--- config.mk ---
export PLATFORM = sky130hd
export DESIGN_NAME = fp_reg_file_sb
export DESIGN_NICKNAME = d
export VERILOG_FILES = /design/src/rtl/fp_reg_file_sb.sv
export SDC_FILE = /design/constraint.sdc
export NUM_CORES = 2
export LEC_CHECK = 0
export BUFFER_PORTS_ARGS = -buffer_cell sky130_fd_sc_hd__buf_2
export CAP_MARGIN = 20
export CORE_MARGIN = 2
export CORE_UTILIZATION = 29
export CTS_CLUSTER_SIZE = 16
export DETAILED_ROUTE_END_ITERATION = 8
export GPL_TIMING_DRIVEN = 0
export HOLD_SLACK_MARGIN = 0.1
export PLACE_DENSITY = 0.39
export SLEW_MARGIN = 20
export SYNTH_ARGS = -nofsm -noshare
export SYNTH_HDL_FRONTEND = slang
export SYNTH_SLANG_ARGS = --single-unit
--- constraint.sdc ---
create_clock -name i_clk -period 7.6 [get_ports i_clk]
set_input_delay 2.28 -clock i_clk [delete_from_list [all_inputs] [get_ports i_clk]]
set_output_delay 2.28 -clock i_clk [all_outputs]
set_load 0.05 [all_outputs]
--- src/rtl/fp_reg_file_sb.sv ---
// Parametrised FP register file: two write ports (pipeline WB and long-latency unit),
// bypassed combinational reads, NaN-boxing of single-precision results, pending scoreboard.
module fp_reg_file_sb #(
    parameter int FLEN    = 32,
    parameter int NREG    = 32,
    parameter int ZERO_F0 = 0,
    localparam int AW     = $clog2(NREG)
) (
    input  logic            i_clk,
    input  logic            i_rst_n,
    input  logic            i_wa_en,
    input  logic [AW-1:0]   i_wa_addr,
    input  logic [FLEN-1:0] i_wa_data,
    input  logic            i_wa_sp,
    input  logic            i_wb_en,
    input  logic [AW-1:0]   i_wb_addr,
    input  logic [FLEN-1:0] i_wb_data,
    input  logic            i_wb_sp,
    input  logic [AW-1:0]   i_rs1_addr,
    input  logic [AW-1:0]   i_rs2_addr,
    input  logic [AW-1:0]   i_rs3_addr,
    input  logic [2:0]      i_rs_use,
    input  logic            i_iss_en,
    input  logic [AW-1:0]   i_iss_rd,
    input  logic            i_flush_pend,
    output logic [FLEN-1:0] o_rs1_data,
    output logic [FLEN-1:0] o_rs2_data,
    output logic [FLEN-1:0] o_rs3_data,
    output logic            o_hazard,
    output logic [NREG-1:0] o_pend_vec
);

    logic [FLEN-1:0] regs [NREG];
    logic [NREG-1:0] pend;
    logic [NREG-1:0] pend_next;
    logic [FLEN-1:0] wa_fmt;
    logic [FLEN-1:0] wb_fmt;
    logic [AW-1:0]   rs_addr [3];
    logic [FLEN-1:0] rs_data [3];
    logic            wa_ok;
    logic            wb_ok;
    logic            raw;
    logic            waw;
    logic            iss_ok;

    function automatic logic hard_zero(input logic [AW-1:0] a);
        return (ZERO_F0 != 0) && (a == '0);
    endfunction

    // Single-precision results are NaN-boxed only when the register is wider than 32 bits.
    if (FLEN == 64) begin : g_box
        assign wa_fmt = i_wa_sp ? {32'hFFFF_FFFF, i_wa_data[31:0]} : i_wa_data;
        assign wb_fmt = i_wb_sp ? {32'hFFFF_FFFF, i_wb_data[31:0]} : i_wb_data;
    end else begin : g_nobox
        logic unused_sp;
        assign unused_sp = i_wa_sp ^ i_wb_sp;
        assign wa_fmt    = i_wa_data;
        assign wb_fmt    = i_wb_data;
    end

    assign wa_ok = i_wa_en && !hard_zero(i_wa_addr);
    assign wb_ok = i_wb_en && !hard_zero(i_wb_addr) && !(wa_ok && (i_wa_addr == i_wb_addr));

    always_ff @(posedge i_clk or negedge i_rst_n) begin
        if (!i_rst_n) begin
            for (int i = 0; i < NREG; i++) begin
                regs[i] <= '0;
            end
        end else begin
            if (wa_ok) begin
                regs[i_wa_addr] <= wa_fmt;
            end
            if (wb_ok) begin
                regs[i_wb_addr] <= wb_fmt;
            end
        end
    end

    assign rs_addr[0] = i_rs1_addr;
    assign rs_addr[1] = i_rs2_addr;
    assign rs_addr[2] = i_rs3_addr;

    // Later assignments take priority: port A over port B over the stored value.
    always_comb begin
        for (int n = 0; n < 3; n++) begin
            rs_data[n] = regs[rs_addr[n]];
            if (i_wb_en && (i_wb_addr == rs_addr[n])) begin
                rs_data[n] = wb_fmt;
            end
            if (i_wa_en && (i_wa_addr == rs_addr[n])) begin
                rs_data[n] = wa_fmt;
            end
            if (hard_zero(rs_addr[n])) begin
                rs_data[n] = '0;
            end
        end
    end

    assign o_rs1_data = rs_data[0];
    assign o_rs2_data = rs_data[1];
    assign o_rs3_data = rs_data[2];

    // A source being written by port B this cycle is served by the bypass, so it does not stall.
    always_comb begin
        raw = 1'b0;
        for (int n = 0; n < 3; n++) begin
            if (i_rs_use[n] && pend[rs_addr[n]] && !hard_zero(rs_addr[n]) &&
                !(i_wb_en && (i_wb_addr == rs_addr[n]))) begin
                raw = 1'b1;
            end
        end
    end

    assign waw      = i_iss_en && pend[i_iss_rd] && !(i_wb_en && (i_wb_addr == i_iss_rd));
    assign iss_ok   = i_iss_en && !waw && !hard_zero(i_iss_rd);
    assign o_hazard = raw | waw;

    // Clear before set so a new issue wins over a completion or flush on the same register.
    always_comb begin
        pend_next = pend;
        if (i_flush_pend) begin
            pend_next = '0;
        end
        if (i_wb_en) begin
            pend_next[i_wb_addr] = 1'b0;
        end
        if (iss_ok) begin
            pend_next[i_iss_rd] = 1'b1;
        end
    end

    always_ff @(posedge i_clk or negedge i_rst_n) begin
        if (!i_rst_n) begin
            pend <= '0;
        end else begin
            pend <= pend_next;
        end
    end

    assign o_pend_vec = pend;

endmodule

==> impl_metrics.toml <==
[final_layout]
areaGrowthSynthToFinish_pct = 16.03
multi_input_area_mm2 = 0.04677
fin_nets = 7411
final_core_util = 0.3388
stdcell_count = 10953
drive_gt1_frac = 0.2594
seqCellArea_mm2 = 0.02643
nFillCells = 26645

[die]
rows = 188
die-area_mm2 = 0.2687
die_height_um = 518.4
die_x_um = 518.4
num_io_pins = 234
initial_core_util = 0.2920
core_area_mm2 = 0.2627

[synthesis]
synth_warnings = 0
synth_enable_flop_cells = 0
avgSynthCellArea_um2 = 11.02
ys.flop_type = "dfrtp_1"
syn_nets = 7069
yosys.area.top_type = "dfrtp_1"
synth_commonest_cells = "1336 x mux2i_1, 1064 x nor2_1, 1056 x dfrtp_1"
yosysUniqueCellTypes = 51
synth-seq-area-share = 0.3444
synth_top_area_share = 0.3444
synth_area_mm2 = 0.07673
synth_most_common_cell = "mux2i_1"
ys_seq_elements = 1056
synth.area.top_cells = "dfrtp_1 34%, mux4_2 24%, mux2i_1 17%, a21oi_1 6.7%, nor2_1 5.2%"
async_flop_share = 1.000
synth_cells = 6964

[critical_path]
reg2reg_slack_ps = 4950
start_kind = "input pin"
cp_slowest_cell = "o21ai_0"
cp.arrival_ps = 5510
worstSetupPathType = "input pin to output port"
worstSetupEndpointType = "output port"
path_cells = "buf_4, buf_6, buf_6, buf_4, buf_12, mux2i_1, a22oi_1, nand2_1, o21ai_0, buf_2"
required_ps = 5320
cp-startpoint = "i_rs2_addr[2]"
crit_fanout = 10
rr_startpoint = "o_pend_vec[2]"
cp_slowest_stage_delay_ps = 470
timing.reg2reg.worst_path_depth = 6
crit_end = "o_rs2_data[19]"
reg2reg_to = "o_pend_vec[0]"

[cts]
cts_buffer_depth = 4
cts_setup_buffers = 0
cts_tree = "yes"
clockRootBuffer = "clkbuf_16"
cts_buffers = 152
cts_max_level = 4
clkSinkCount = 1056
path_clk_slew_ps = 50
clock_latency_ps = 840

[power_and_ir_drop]
combPwrFrac = 0.346
sw_frac_of_total = 0.3901
clkPwrFrac = 0.295
p_leak_nw = 37.34
vdd_ir_drop_max_uv = 205.0
power_density_mw_per_mm2 = 288.1
p_seq_frac = 0.359
switchingPower_mw = 10.01
internal-power_mw = 15.64

[run_status]
violations = "negative setup slack"
status = "complete, but fails checks"

[drt]
ant_nets = 0
drt_first_iter_violations = 8479
dr.pass1.iters = 8
num_vias = 65957
wire_per_inst_um = 42.94
drcViolationCount = 0
vias_per_cell = 6.022
wl_um = 470300

[placement]
place_ws_ps = -2026
hpwl_um = 383500
numPortBuffers = 148
gp_congestion = 0.9960
dp_cells = 10667

[global_routing]
grt_pass1_vias = 63607
grt_max_degree = 124
grt_pass1_wl_um = 616000
grt_overflow = 0
grtUsageTotal = 0.3410
antenna_found_initial = 34

[min_path]
hold_class = "flop to flop"

[timing]
timing.fmax_mhz = 128.4
final.setup.worst_slack_ps = -187.1
min_period_over_period = 1.025
fin_crit_ps = 7787
hold_viol = 0
relSlewSlack = 0.1733
worst_slew_pin_slew_ps = 1240
setup_viol = 50
skew_ps = 28.66
grt_setup_unrepaired = "true"
finalMaxSlewViolations = 0

[flow_run]
cap_violations = 0
[critical path, delay by kind of cell]
kind | cells | cell delay, ps
AOI/OAI and AO/OA | 2 | 910
buffers and inverters | 6 | 1940
muxes | 1 | 180
and+or+nand+nor | 1 | 120
[cell families after synthesis]
logic type	synth area share
and+or+nand+nor	0.07349
buffers and inverters	0.05355
muxes	0.4204
xor gates and xnor gates	0.004566
AOI/OAI and AO/OA	0.1036
DFF	0.3444
[timing repair]
action	in CTS	in global routing
cloned	0	0
gates resized for setup	316	34
endpoints found under the setup margin	96	36
pin swaps	0	0
hold buffers	0	0
[area by class of cell]
class | instances | share of cell area
Multi-Input combinational cell | 5024 | 0.5253
Clock buffer | 221 | 0.05057
Tap cell | 3515 | 0.04940
Timing Repair Buffer | 189 | 0.01805
Clock inverter | 40 | 0.006395
Buffer | 882 | 0.05270
Inverter | 1 | 0.00004216
Antenna cell | 25 | 0.0007027
Sequential cell | 1056 | 0.2968
[state kept, by name, summed over array words and instances (netlist names)]
name and count:
regs 1024, o_pend_vec 32
[how the worst min path moves through the flow]
stage / startpoint / to / slack [ps] / depth (start not counted)
finish: regs[672] / regs[672] / 630 / 2
global route: regs[695] / regs[695] / 650 / 2
floorplan: regs[32] / regs[32] / 570 / 2
detailed placement: regs[800] / regs[800] / 610 / 2
global placement: regs[928] / regs[928] / 590 / 2
CTS: regs[672] / regs[672] / 620 / 2
[cells in the final DEF, fill, tap and decap left out, types with 66 or more instances in the layout]
cell type | synthesis | routed
mux2i_1 | 1336 | 1314
nor2_1 | 1064 | 1063
a21oi_1 | 1026 | 1026
mux4_2 | 832 | 832
a22oi_1 | 217 | 196
clkbuf_1 | 395 | 345
buf_4 | 78 | 103
nand2_1 | 147 | 147
buf_2 | 293 | 400
buf_1 | 96 | 66
dfrtp_1 | 1056 | 1056
clkbuf_16 | 0 | 159
[per-layer routing]
metal / track usage / vias up / wire length (um) / share of wire
li1: - / 26792 / - / -
met3: 0.07186 / 756 / 37990 / 0.081
met5: 0.0001778 / - / 49 / 0.00010
met1: 0.4638 / 34778 / 198100 / 0.42
met2: 0.5067 / 3625 / 204800 / 0.44
met4: 0.1825 / 6 / 29370 / 0.062
[power by group through the flow]
stage | Clock, mW | Sequential (mW) | Combinational, mW
3_3_place_gp | 0 | 9.00 | 8.33
6_report | 7.57 | 9.20 | 8.87
3_5_place_dp | 0 | 9.12 | 8.48
4_1_cts | 7.67 | 9.04 | 8.63
2_1_floorplan | 0 | 8.22 | 5.65
5_1_grt | 7.83 | 9.33 | 9.17
[stage by stage]
step	total power, mW	setup TNS (ps)	cell area (um2)	hold WS, ps
finish	25.65	-3749	89030	625.6
global route	26.33	-607.9	88970	647.9
CTS	25.33	-40.31	88830	623.2
detailed placement	17.60	-88940	82830	610.4
global placement	17.32	-	81870	589.4
floorplan	13.87	0	76730	568.4
No activity file was read; power rests on OpenSTA's default activity.
